### src/rtl/hazard_pkg.sv
// Shared types and constants for the hazard lamp sequencer.
package hazard_pkg;

  localparam int unsigned MODE_W    = 2;
  localparam int unsigned MAX_LAMPS = 32;

  typedef enum logic [MODE_W-1:0] {
    CALM   = 2'b00,
    UP     = 2'b01,
    DOWN   = 2'b10,
    STEADY = 2'b11
  } mode_e;

endpackage

### src/rtl/tick_gen.sv
// Pattern-step tick generator: one tick every TICK_DIV non-held cycles.
module tick_gen #(
  parameter int unsigned TICK_DIV = 1
) (
  input  logic clk,
  input  logic reset,
  input  logic hold,
  output logic tick
);

  localparam int unsigned       CNT_W = (TICK_DIV > 1) ? $clog2(TICK_DIV) : 1;
  localparam logic [CNT_W-1:0]  LAST  = CNT_W'(TICK_DIV - 1);

  logic [CNT_W-1:0] cnt_q, cnt_d;

  always_comb begin
    cnt_d = cnt_q;
    tick  = 1'b0;
    if (!hold) begin
      if (cnt_q == LAST) begin
        tick  = 1'b1;
        cnt_d = '0;
      end else begin
        cnt_d = cnt_q + CNT_W'(1);
      end
    end
  end

  always_ff @(posedge clk) begin
    if (reset) cnt_q <= '0;
    else       cnt_q <= cnt_d;
  end

endmodule

### src/rtl/hazard_sequencer.sv
// Hazard lamp sequencer: lamp register is the pattern state, stepped on each tick
// according to the latched mode.
module hazard_sequencer
  import hazard_pkg::*;
#(
  parameter int unsigned NUM_LAMPS = 3,
  parameter int unsigned TICK_DIV  = 1
) (
  input  logic                 clk,
  input  logic                 reset,
  input  logic [MODE_W-1:0]    mode,
  input  logic                 hold,
  output logic [NUM_LAMPS-1:0] lamps,
  output logic                 wrap
);

  localparam logic [NUM_LAMPS-1:0] OUTER   = {1'b1, {(NUM_LAMPS-2){1'b0}}, 1'b1};
  localparam logic [NUM_LAMPS-1:0] INNER   = ~OUTER;
  localparam logic [NUM_LAMPS-1:0] ONE_LSB = {{(NUM_LAMPS-1){1'b0}}, 1'b1};
  localparam logic [NUM_LAMPS-1:0] ONE_MSB = {1'b1, {(NUM_LAMPS-1){1'b0}}};

  logic [NUM_LAMPS-1:0] lamps_q, lamps_d;
  mode_e                mode_q, mode_d;
  logic                 wrap_q, wrap_d;
  logic                 tick;

  tick_gen #(.TICK_DIV(TICK_DIV)) u_tick_gen (
    .clk   (clk),
    .reset (reset),
    .hold  (hold),
    .tick  (tick)
  );

  function automatic logic [NUM_LAMPS-1:0] start_pattern(input mode_e m);
    case (m)
      CALM:    return INNER;
      UP:      return ONE_LSB;
      DOWN:    return ONE_MSB;
      default: return '1;
    endcase
  endfunction

  function automatic logic is_legal(input mode_e m, input logic [NUM_LAMPS-1:0] p);
    logic onehot;
    onehot = (p != '0) && ((p & (p - ONE_LSB)) == '0);
    case (m)
      CALM:    return (p == OUTER) || (p == INNER);
      UP,
      DOWN:    return onehot;
      default: return p == '1;
    endcase
  endfunction

  // tick is only ever high when hold is low, so hold freezing falls out of the defaults.
  always_comb begin
    lamps_d = lamps_q;
    mode_d  = mode_q;
    wrap_d  = 1'b0;
    if (tick) begin
      if (mode_e'(mode) != mode_q) begin
        mode_d  = mode_e'(mode);
        lamps_d = start_pattern(mode_e'(mode));
      end else if (!is_legal(mode_q, lamps_q)) begin
        lamps_d = start_pattern(mode_q);
      end else begin
        case (mode_q)
          CALM:    lamps_d = (lamps_q == OUTER) ? INNER : OUTER;
          UP: begin
            if (lamps_q[NUM_LAMPS-1]) begin
              lamps_d = ONE_LSB;
              wrap_d  = 1'b1;
            end else begin
              lamps_d = lamps_q << 1;
            end
          end
          DOWN: begin
            if (lamps_q[0]) begin
              lamps_d = ONE_MSB;
              wrap_d  = 1'b1;
            end else begin
              lamps_d = lamps_q >> 1;
            end
          end
          default: lamps_d = '1;
        endcase
      end
    end
  end

  always_ff @(posedge clk) begin
    if (reset) begin
      lamps_q <= OUTER;
      mode_q  <= CALM;
      wrap_q  <= 1'b0;
    end else begin
      lamps_q <= lamps_d;
      mode_q  <= mode_d;
      wrap_q  <= wrap_d;
    end
  end

  assign lamps = lamps_q;
  assign wrap  = wrap_q;

endmodule

### config.mk
export PLATFORM = sky130hd
export DESIGN_NAME = hazard_sequencer
export DESIGN_NICKNAME = d
export VERILOG_FILES = /design/src/rtl/hazard_pkg.sv /design/src/rtl/tick_gen.sv /design/src/rtl/hazard_sequencer.sv
export SDC_FILE = /design/constraint.sdc
export NUM_CORES = 1
export LEC_CHECK = 0
export BUFFER_PORTS_ARGS = -buffer_cell sky130_fd_sc_hd__buf_2
export CAP_MARGIN = 20
export CORE_UTILIZATION = 30
export DETAILED_ROUTE_END_ITERATION = 10
export PLACE_DENSITY = 0.47
export SETUP_SLACK_MARGIN = 0.02
export SYNTH_ARGS = -nofsm -noshare
export SYNTH_HDL_FRONTEND = slang
export SYNTH_HIERARCHICAL = 1
export SYNTH_SLANG_ARGS = --single-unit
### constraint.sdc
create_clock -name clk -period 1.7 [get_ports clk]
set_input_delay 0.17 -clock clk [delete_from_list [all_inputs] [get_ports clk]]
set_output_delay 0.17 -clock clk [all_outputs]
set_load 0.05 [all_outputs]
==> metrics.txt, run 1 <==
Layout Cell Area excl Fill=942.2 um2; net switching power figure=271.9 uW; largest net degree at the start of global routing=12; sum of net half-perimeters after detailed placement=1334 um; cell area after synthesis=669.4 um2; fraction of the mapped netlist area in compound gates=27.66%; Max VDD drop=0.0004466 V; antenna violations before repair=0; violations in the final reports=setup timing; dominant combinational cell family by area after synthesis=compound AO/OA/AOI/OAI gates; setup repair after global routing missed its margin=true; via count of the first global-routing pass=652; share of flip-flops with an asynchronous set or reset after synthesis=0%; buffers from clock root to sink, at most=2; Tightest Hold Check Type=in2reg; measured slew at the worst slew-check pin=452.4 ps; most common cell after layout, fill and taps aside=sky130_fd_sc_hd__buf_4; register bit total from synthesis=6; fraction of the mapped netlist area in simple logic gates=25.98%; Sinks on Clock Net=6; final worst-path setup slack=-58.66 ps; YS warnings=6; critical path class=reg2reg; status=finished, violations left; Max Fclk=568.6 MHz; Power, Total=690.7 uW; Initial Utilization=33.11%; number of enable-type register cells in the synthesized netlist=0; CTS HTree Levels=1; Buf/Inv on CP=2; Max-Slew Margin vs Limit=69.76%; clock transition at the register clock pins on the worst setup and hold paths after CTS=50 ps; number of pins with negative max-slew slack in the final report=0; via density per instance=5.427; required time of the critical path=1830 ps; multiplexer area fraction after synthesis=4.486%; switching portion of total power=39.37%; first-pass GRT wire length=2925 um; ratio of cells with drive above 1 in the final layout=44.23%; power share of the clock group=19.9%; count of inserted antenna diode cells=0; largest fanout on the critical path=3; number of nets in the finished design=118; power share of the sequential group=26.4%; First-pass DRT Iterations=4; final critical-path share of the clock period=103.5%; family with the most delay on the worst path=simple AND/OR/NAND/NOR gates; slowest stage delay, CP=400 ps; layout overhead on the synthesized area=40.75%; post-detailed-routing wire length=1865 um; Std-Cell Core Area=0.002022 mm2; most frequent cells in the layout=sky130_fd_sc_hd__buf_4 (13), sky130_fd_sc_hd__nor2_1 (8), sky130_fd_sc_hd__buf_2 (8); Clk Tree Root Cell=sky130_fd_sc_hd__clkbuf_4; TritonCTS clock tree=yes; number of placement rows=16; maxcap violations=0; library cells used by synthesis=38; Via Count=711; I/O pin cnt=9; Routed wire per std cell=14.24 um; minimum hold slack=202.8 ps; synthesized instance count=83; Hold Fails Final Rpt=0; number of setup violations in the final report=2; Core Util, Final=46.60%; Setup WS pre-CTS=-28.03 ps; portion of total power attributed to combinational logic=53.7%; total internal power=418.8 uW; mean post-synth cell area=8.065 um2; post-route minimum period=1759 ps; overflow left after global routing=0; total leakage power=0.4198 nW; setup skew after layout=4.317 ps; Clock Latency Late Sink=250 ps; Placement Cell Area=808.3 um2; width of the die=49.24 um; Routed Antenna Nets=0; areal power density over the cells=733.1 mW/mm2; arrival time reported for the critical path endpoint=1890 ps; DIE AREA=0.002424 mm2; number of nets produced by synthesis=95; number of filler instances in the final layout=208; count of port buffers added during placement=8; kind of start point of the critical path=flip-flop; register area share after synthesis=17.94%; GRT Resource Usage Total=16.00%; CP max stage cell=sky130_fd_sc_hd__or3b_4; die height=49.24 um; Post-route DRC=0; cell chain of the critical path=buf_6 > ha_4 > or3b_4 > o22ai_4 > buf_4 > nor3_2 > o32a_1; Initial DRC Count=41; final weighted congestion of routability-driven global placement=0.7609; kind of end point of the critical path=flip-flop; CTS Buf Count=3; fraction of the mapped netlist area in adder cells=13.08%; XOR/XNOR share of the synthesized area=2.617%; most used flip-flop cell after synthesis=sky130_fd_sc_hd__dfxtp_1
## power groups by stage
stage	registers (mW)	clock network, mW	logic, mW
2_1_floorplan	0.208	0	0.180
3_3_place_gp	0.183	0	0.294
3_5_place_dp	0.184	0	0.291
4_1_cts	0.182	0.143	0.315
5_1_grt	0.185	0.152	0.400
6_report	0.182	0.137	0.371
## metal layers
metal	global-route usage (%)	share of wire (%)	vias to the layer above
met5	0	0	-
met3	5.607	3.4	2
met1	19.85	45	339
met4	1.961	1.3	0
met2	26.94	50	12
li1	-	-	358
## cell type report
type                    count  area [um2]  area share [%]
multi-input cells          64       561.8           59.63
repair buffers             24       171.4           18.19
flip-flops and latches      6       126.4           13.41
well taps                  27       33.78           3.586
inverters                   7       26.28           2.789
clock buffers               3       22.52           2.390
## flip-flops by register name, summed over array words and instances, names as in the netlist
signal and cells:
wrap 1, mode_q 2, lamps 3
## cell families after synthesis
group / Yosys count
mux: 3
buf+inv: 13
xor+xnor: 2
fa+ha+maj: 7
flops: 6
compound gates: 23
simple gates: 29
## cell usage after synthesis, types with 2 or more instances
master / number / area share (%)
sky130_fd_sc_hd__nand2b_1: 4 / 3.7
sky130_fd_sc_hd__o32a_1: 3 / 4.5
sky130_fd_sc_hd__a31oi_1: 2 / 1.9
sky130_fd_sc_hd__o211ai_1: 2 / 2.2
sky130_fd_sc_hd__dfxtp_1: 6 / 18
sky130_fd_sc_hd__a21o_1: 2 / 2.2
sky130_fd_sc_hd__inv_1: 6 / 3.4
sky130_fd_sc_hd__a211oi_1: 3 / 3.4
sky130_fd_sc_hd__mux2i_1: 3 / 4.5
sky130_fd_sc_hd__nor3_1: 5 / 3.7
sky130_fd_sc_hd__xor2_1: 2 / 2.6
sky130_fd_sc_hd__nor4_1: 2 / 1.9
sky130_fd_sc_hd__o21ai_0: 2 / 1.5
sky130_fd_sc_hd__clkbuf_1: 2 / 1.1
sky130_fd_sc_hd__a222oi_1: 2 / 3.0
sky130_fd_sc_hd__nor2_1: 8 / 4.5
sky130_fd_sc_hd__ha_1: 7 / 13
sky130_fd_sc_hd__buf_2: 2 / 1.5
## per-stage QoR
step / std cells / TNS, ps
after floorplan: 83 / 0
final: 131 / -106.6
after detailed placement: 124 / -38.29
after global routing: 131 / -244.9
after global placement: 124 / -37.86
after CTS: 128 / 0
## path summary, 6_finish.rpt
check	slack [ps]	end	cells after the start	start
min reg2reg	620	mode_q[1]	3	mode_q[1]
min	200	mode_q[1]	2	reset
max	-60	lamps[2]	7	mode_q[0]
max reg2reg	-60	lamps[2]	7	mode_q[0]
## timing repair
action,4_1_cts,5_1_grt
endpoints found under the setup margin,3,4
hold buffers,0,0
resized for setup,9,8
buffers inserted,1,3
pin swaps,2,5
No activity file was read; power rests on OpenSTA's default activity.
==> run 2, diff against run 1 <==
PLACE_DENSITY = 0.45   (was 0.47)
clock period = 2.1 ns   (was 1.7 ns; I/O delays follow)
==> run 2 against run 1 <==
  * Flip-flop and latch count did not move
  * Die area did not move
  * Sequential share of layout area rose by 2.9 points
  * Clock-buffer cell count did not move
  * Combinational power fell by 48%
  * Global-route usage fell by 1.7 points
  * Cell count fell by 12%
  * Largest power group unchanged
  * The run now ends clean
==> metrics.txt, run 2 (same netlist as run 1, synthesis figures left out) <==
status=finished clean; setup repair after global routing missed its margin=false; final critical-path share of the clock period=89.98% (-13 points); number of filler instances in the final layout=231 (+11%); origin of the worst setup path=mode_q[0]; count of inserted antenna diode cells=0 (unchanged); Initial Utilization=33.11% (unchanged); Via Count=634 (-11%); Max-Slew Margin vs Limit=64.15% (-5.6 points); Std-Cell Core Area=0.002022 mm2 (unchanged); number of placement rows=16 (unchanged); Routed Antenna Nets=0 (unchanged); Clk Tree Root Cell=sky130_fd_sc_hd__clkbuf_4; worst setup path endpoint=lamps[0]; TNS Setup=0 ps (+106.6 ps); Routed wire per std cell=13.80 um (-3.1%); most frequent cells in the layout=sky130_fd_sc_hd__nor2_1 (8), sky130_fd_sc_hd__buf_2 (8), sky130_fd_sc_hd__ha_1 (7); Initial DRC Count=16 (-61%); Layout Cell Area excl Fill=737.0 um2 (-22%); antenna violations before repair=0 (unchanged); sum of net half-perimeters after detailed placement=1188 um (-11%); Buf/Inv on CP=1 (-1); post-route minimum period=1889 ps (+130.8 ps); DIE AREA=0.002424 mm2 (unchanged); final weighted congestion of routability-driven global placement=0.7303 (-4.0%); number of nets in the finished design=102 (-14%); Core Util, Final=36.45% (-10 points); areal power density over the cells=619.8 mW/mm2 (-15%); number of cell instances on the worst register-to-register path=6 (-1); via density per instance=5.513 (+1.6%); measured slew at the worst slew-check pin=524.3 ps (+71.82 ps); clock transition at the register clock pins on the worst setup and hold paths after CTS=40 ps (about the same); total setup buffers inserted after CTS=0 (-1); multi-input logic area=494.2 um2 (-12%); CP max stage cell=sky130_fd_sc_hd__dfxtp_1; overflow left after global routing=0 (unchanged); setup skew after layout=2.744 ps (-1.573 ps); family with the most delay on the worst path=compound AO/OA/AOI/OAI gates; slowest stage delay, CP=410 ps (about the same); total leakage power=0.3282 nW (-22%); arrival time reported for the critical path endpoint=2020 ps (+130 ps); required time of the critical path=2230 ps (+400 ps); Hold Fails Final Rpt=0 (unchanged); kind of start point of the critical path=flip-flop; cell chain of the critical path=inv_1 > ha_1 > mux2i_1 > o22a_1 > a211oi_1 > o32a_1; number of buffers inserted by hold repair at cts=0 (unchanged); count of port buffers added during placement=8 (unchanged); startpoint of the most critical hold path=reset; buffers from clock root to sink, at most=2 (unchanged); instance count along the most critical hold path=2 (unchanged); largest fanout on the critical path=5 (+2); first-pass GRT wire length=2677 um (-8.5%); First-pass DRT Iterations=4 (unchanged); GRT Resource Usage Total=14.25% (-1.7 points); TritonCTS clock tree=yes; Max Fclk=529.2 MHz (-6.9%); CTS Buf Count=3 (unchanged); Clock Latency Late Sink=250 ps (about the same); flip-flop count of the largest register, all copies and words added=3 (unchanged); layout overhead on the synthesized area=10.09%; CTS HTree Levels=1 (unchanged); critical path class=reg2reg; Sinks on Clock Net=6 (unchanged); Tightest Hold Check Type=in2reg; Max VDD drop=0.0003160 V (-29%); total number of cells along the worst setup path=6 (-1); kind of end point of the critical path=flip-flop; post-detailed-routing wire length=1587 um (-15%); number of setup violations in the final report=0 (-2); via count of the first global-routing pass=572 (-12%); die height=49.24 um (unchanged); maxcap violations=0 (unchanged); width of the die=49.24 um (unchanged); slack of the worst reg-to-reg path=210 ps (+270 ps); launch point of the worst reg-to-reg path=mode_q[0]; ratio of cells with drive above 1 in the final layout=18.18% (-26 points); number of pins with negative max-slew slack in the final report=0 (unchanged); Placement Cell Area=714.4 um2 (-12%); minimum hold slack=241.4 ps (+38.65 ps); largest net degree at the start of global routing=16 (+4); area used by sequential logic in the layout=120.1 um2 (-5.0%); number of gates resized after cts=0 (-9); I/O pin cnt=9 (unchanged); FF-to-FF End=lamps[0]; Post-route DRC=0 (unchanged)
## run 2: cell count changes in the layout (fill, tap and decap cells not counted), sizes merged
cell | before | now
buf | 24 | 8
## run 2: cell type report
class / instances / share of cell area, %
well taps: 27 / 4.584
multi-input cells: 64 / 67.06
repair buffers: 8 / 5.433
clock buffers: 3 / 3.056
inverters: 7 / 3.565
flip-flops and latches: 6 / 16.30
## run 2: worst min path at each step
stage | to | slack (ps)
2_1_floorplan | mode_q[0] | 360
3_3_place_gp | mode_q[1] | 500
3_5_place_dp | mode_q[0] | 500
4_1_cts | mode_q[1] | 240
5_1_grt | mode_q[0] | 240
6_report | mode_q[0] | 240
## run 2: power breakdown
part / internal (mW) / total [mW] / switching [mW]
combinational: 0.0825 / 0.193 / 0.111
clock: 0.0646 / 0.107 / 0.0420
sequential: 0.125 / 0.157 / 0.0318
total: 0.272 / 0.457 / 0.185
## run 2: routing by layer
layer	GRT usage [%]	up-vias	wire [um]
li1	-	325	-
met4	2.941	0	8
met1	19.29	295	832
met3	4.673	2	64
met5	0	-	0
met2	21.69	12	682
## run 2: metrics by stage
stage	cells	setup slack [ps]	total power [mW]
final	115	210.5	0.4567
after global placement	112	241.4	0.3526
after CTS	115	209.6	0.4599
after detailed placement	112	222.4	0.3504
after global routing	115	80.26	0.4905
after floorplan	83	260.9	0.3117
==> run 3, diff against run 2 <==
CORE_UTILIZATION = 50   (was 30)
HOLD_SLACK_MARGIN = 0.1   (was default)
PLACE_DENSITY = 0.69   (was 0.45)
==> run 3 against run 2 <==
  * Clock skew up 5.3 ps
  * Setup slack improved by 41 ps
  * Clock-buffer cell count stayed put
  * Design area shrank 1.2%
  * Via count is 0.16% higher
  * Flip-flop and latch count unchanged
  * Die area down 39%
==> metrics.txt, run 3 (same netlist as run 1, synthesis figures left out) <==
status=finished clean; kind of start point of the critical path=flip-flop; net switching power figure=193.1 uW (+4.6%); number of setup violations in the final report=0 (unchanged); Clock Latency Late Sink=260 ps (about the same); number of nets in the finished design=103 (+0.98%); most heavily used metal layer in global routing=met2; Initial Utilization=57.16% (+24 points); total leakage power=0.3332 nW (+1.5%); areal power density over the cells=644.4 mW/mm2 (+4.0%); layout overhead on the synthesized area=8.785%; routing usage on met2=33.75% (+12 points); GRT Resource Usage Total=23.09% (+8.8 points); antenna violations before repair=0 (unchanged); Tightest Hold Check Type=in2reg; final critical-path share of the clock period=88.01% (-2.0 points); measured slew at the worst slew-check pin=518.0 ps (-6.305 ps); Placement Cell Area=705.7 um2 (-1.2%); Max Fclk=541.0 MHz (+2.2%); number of cell instances on the worst register-to-register path=6 (unchanged); switching portion of total power=41.14% (+0.74 points); post-route minimum period=1848 ps (-41.20 ps); instance count after placement with tap cells included=100 (-11%); number of gates resized after cts=0 (unchanged); number of pins with negative max-slew slack in the final report=0 (unchanged); clock transition at the register clock pins on the worst setup and hold paths after CTS=50 ps (about the same); slowest stage delay, CP=410 ps (about the same); number of cells in the finished layout apart from fillers=103 (-10%); total number of cells along the worst setup path=6 (unchanged); met3 Usage GRT=6.936% (+2.3 points); FF-to-FF End=lamps[0]; maxcap violations=0 (unchanged); setup repair after global routing missed its margin=false; Buf/Inv on CP=1 (unchanged); largest net degree at the start of global routing=16 (unchanged); Routed Antenna Nets=0 (unchanged); power share of the clock group=24.8% (+1.5 points); Post-route DRC=0 (unchanged); most frequent cells in the layout=sky130_fd_sc_hd__nor2_1 (8), sky130_fd_sc_hd__buf_2 (8), sky130_fd_sc_hd__ha_1 (7); count of inserted antenna diode cells=0 (unchanged); power share of the sequential group=31.8% (-2.5 points); TritonCTS clock tree=yes; slack of the worst reg-to-reg path=250 ps (+40 ps); kind of end point of the critical path=flip-flop; cell chain of the critical path=inv_1 > ha_1 > mux2i_1 > o22a_1 > a211oi_1 > o32a_1; Initial DRC Count=26 (+10); overflow left after global routing=0 (unchanged); die height=38.59 um (-22%); launch point of the worst reg-to-reg path=mode_q[0]; CP max stage cell=sky130_fd_sc_hd__dfxtp_1; flip-flop count of the largest register, all copies and words added=3 (unchanged); hold worst-path end=mode_q[1]; total setup buffers inserted after CTS=0 (unchanged); DIE AREA=0.001489 mm2 (-39%); required time of the critical path=2240 ps (about the same); buffers from clock root to sink, at most=2 (unchanged); startpoint of the most critical hold path=reset; critical path class=reg2reg; final weighted congestion of routability-driven global placement=0.8723 (+19%); Routed wire per std cell=14.05 um (+1.8%); via density per instance=6.165 (+12%); sum of net half-perimeters after detailed placement=1066 um (-10%); Hold Fails Final Rpt=0 (unchanged); number of buffers inserted by hold repair at cts=0 (unchanged); portion of total power attributed to combinational logic=43.4% (+1.1 points); CTS HTree Levels=1 (unchanged); instance count along the most critical hold path=2 (unchanged); setup skew after layout=8.073 ps (+5.329 ps); First-pass DRT Iterations=4 (unchanged); total internal power=276.2 uW (+1.5%); TNS Setup=0 ps (unchanged); family with the most delay on the worst path=compound AO/OA/AOI/OAI gates; I/O pin cnt=9 (unchanged); post-detailed-routing wire length=1447 um (-8.8%); Via Count=635 (+0.16%); Std-Cell Core Area=0.001171 mm2 (-42%); Core Util, Final=62.18% (+26 points); Sinks on Clock Net=6 (unchanged); Layout Cell Area excl Fill=728.2 um2 (-1.2%); number of placement rows=12 (-4); GR met1 Demand/Resource=30.66% (+11 points); width of the die=38.59 um (-22%); CTS Buf Count=3 (unchanged); arrival time reported for the critical path endpoint=1990 ps (-30 ps); count of port buffers added during placement=8 (unchanged); via count of the first global-routing pass=507 (-11%); Clk Tree Root Cell=sky130_fd_sc_hd__clkbuf_4; largest fanout on the critical path=5 (unchanged); Power, Total=469.3 uW (+2.7%); first-pass GRT wire length=2325 um (-13%); Max-Slew Margin vs Limit=65.42% (+1.3 points); ratio of cells with drive above 1 in the final layout=19.10% (+0.92 points); Max VDD drop=0.0002863 V (-9.4%)
-- run 3: area by class of cell --
cell class                 instances  area (um2)
clock buffer                       3       22.52
fill                             104       442.9
inverter                           7       26.28
multi-input combinational         64       494.2
sequential                         6       120.1
tap                               14       17.52
timing repair buffer               9       47.55
-- run 3: per-layer routing --
layer	vias up	wire (um)
met4	0	29
met2	22	621
met5	-	0
met3	3	74
li1	327	-
met1	283	722
-- run 3: how the worst max path moves through the flow --
| stage | endpoint | startpoint | slack, ps |
|---|---|---|---|
| after floorplan | lamps[0] | lamps[2] | 260 |
| after global placement | lamps[0] | mode_q[0] | 340 |
| after detailed placement | lamps[0] | mode_q[0] | 290 |
| after CTS | lamps[0] | mode_q[0] | 250 |
| after global routing | lamps[2] | mode_q[1] | 130 |
| final | lamps[0] | mode_q[0] | 250 |
-- run 3: stage by stage --
stage | hold WS, ps | setup slack (ps)
after floorplan | 357.4 | 260.9
after CTS | 218.5 | 250.2
final | 232.9 | 251.7
after detailed placement | 498.1 | 294.8
after global placement | 496.5 | 342.3
after global routing | 237.7 | 125.6
-- run 3: power groups by stage --
stage / clock (mW) / sequential, mW / combinational [mW]
2_1_floorplan: 0 / 0.166 / 0.146
3_3_place_gp: 0 / 0.150 / 0.203
3_5_place_dp: 0 / 0.151 / 0.200
4_1_cts: 0.119 / 0.148 / 0.202
5_1_grt: 0.122 / 0.150 / 0.223
6_report: 0.116 / 0.149 / 0.204
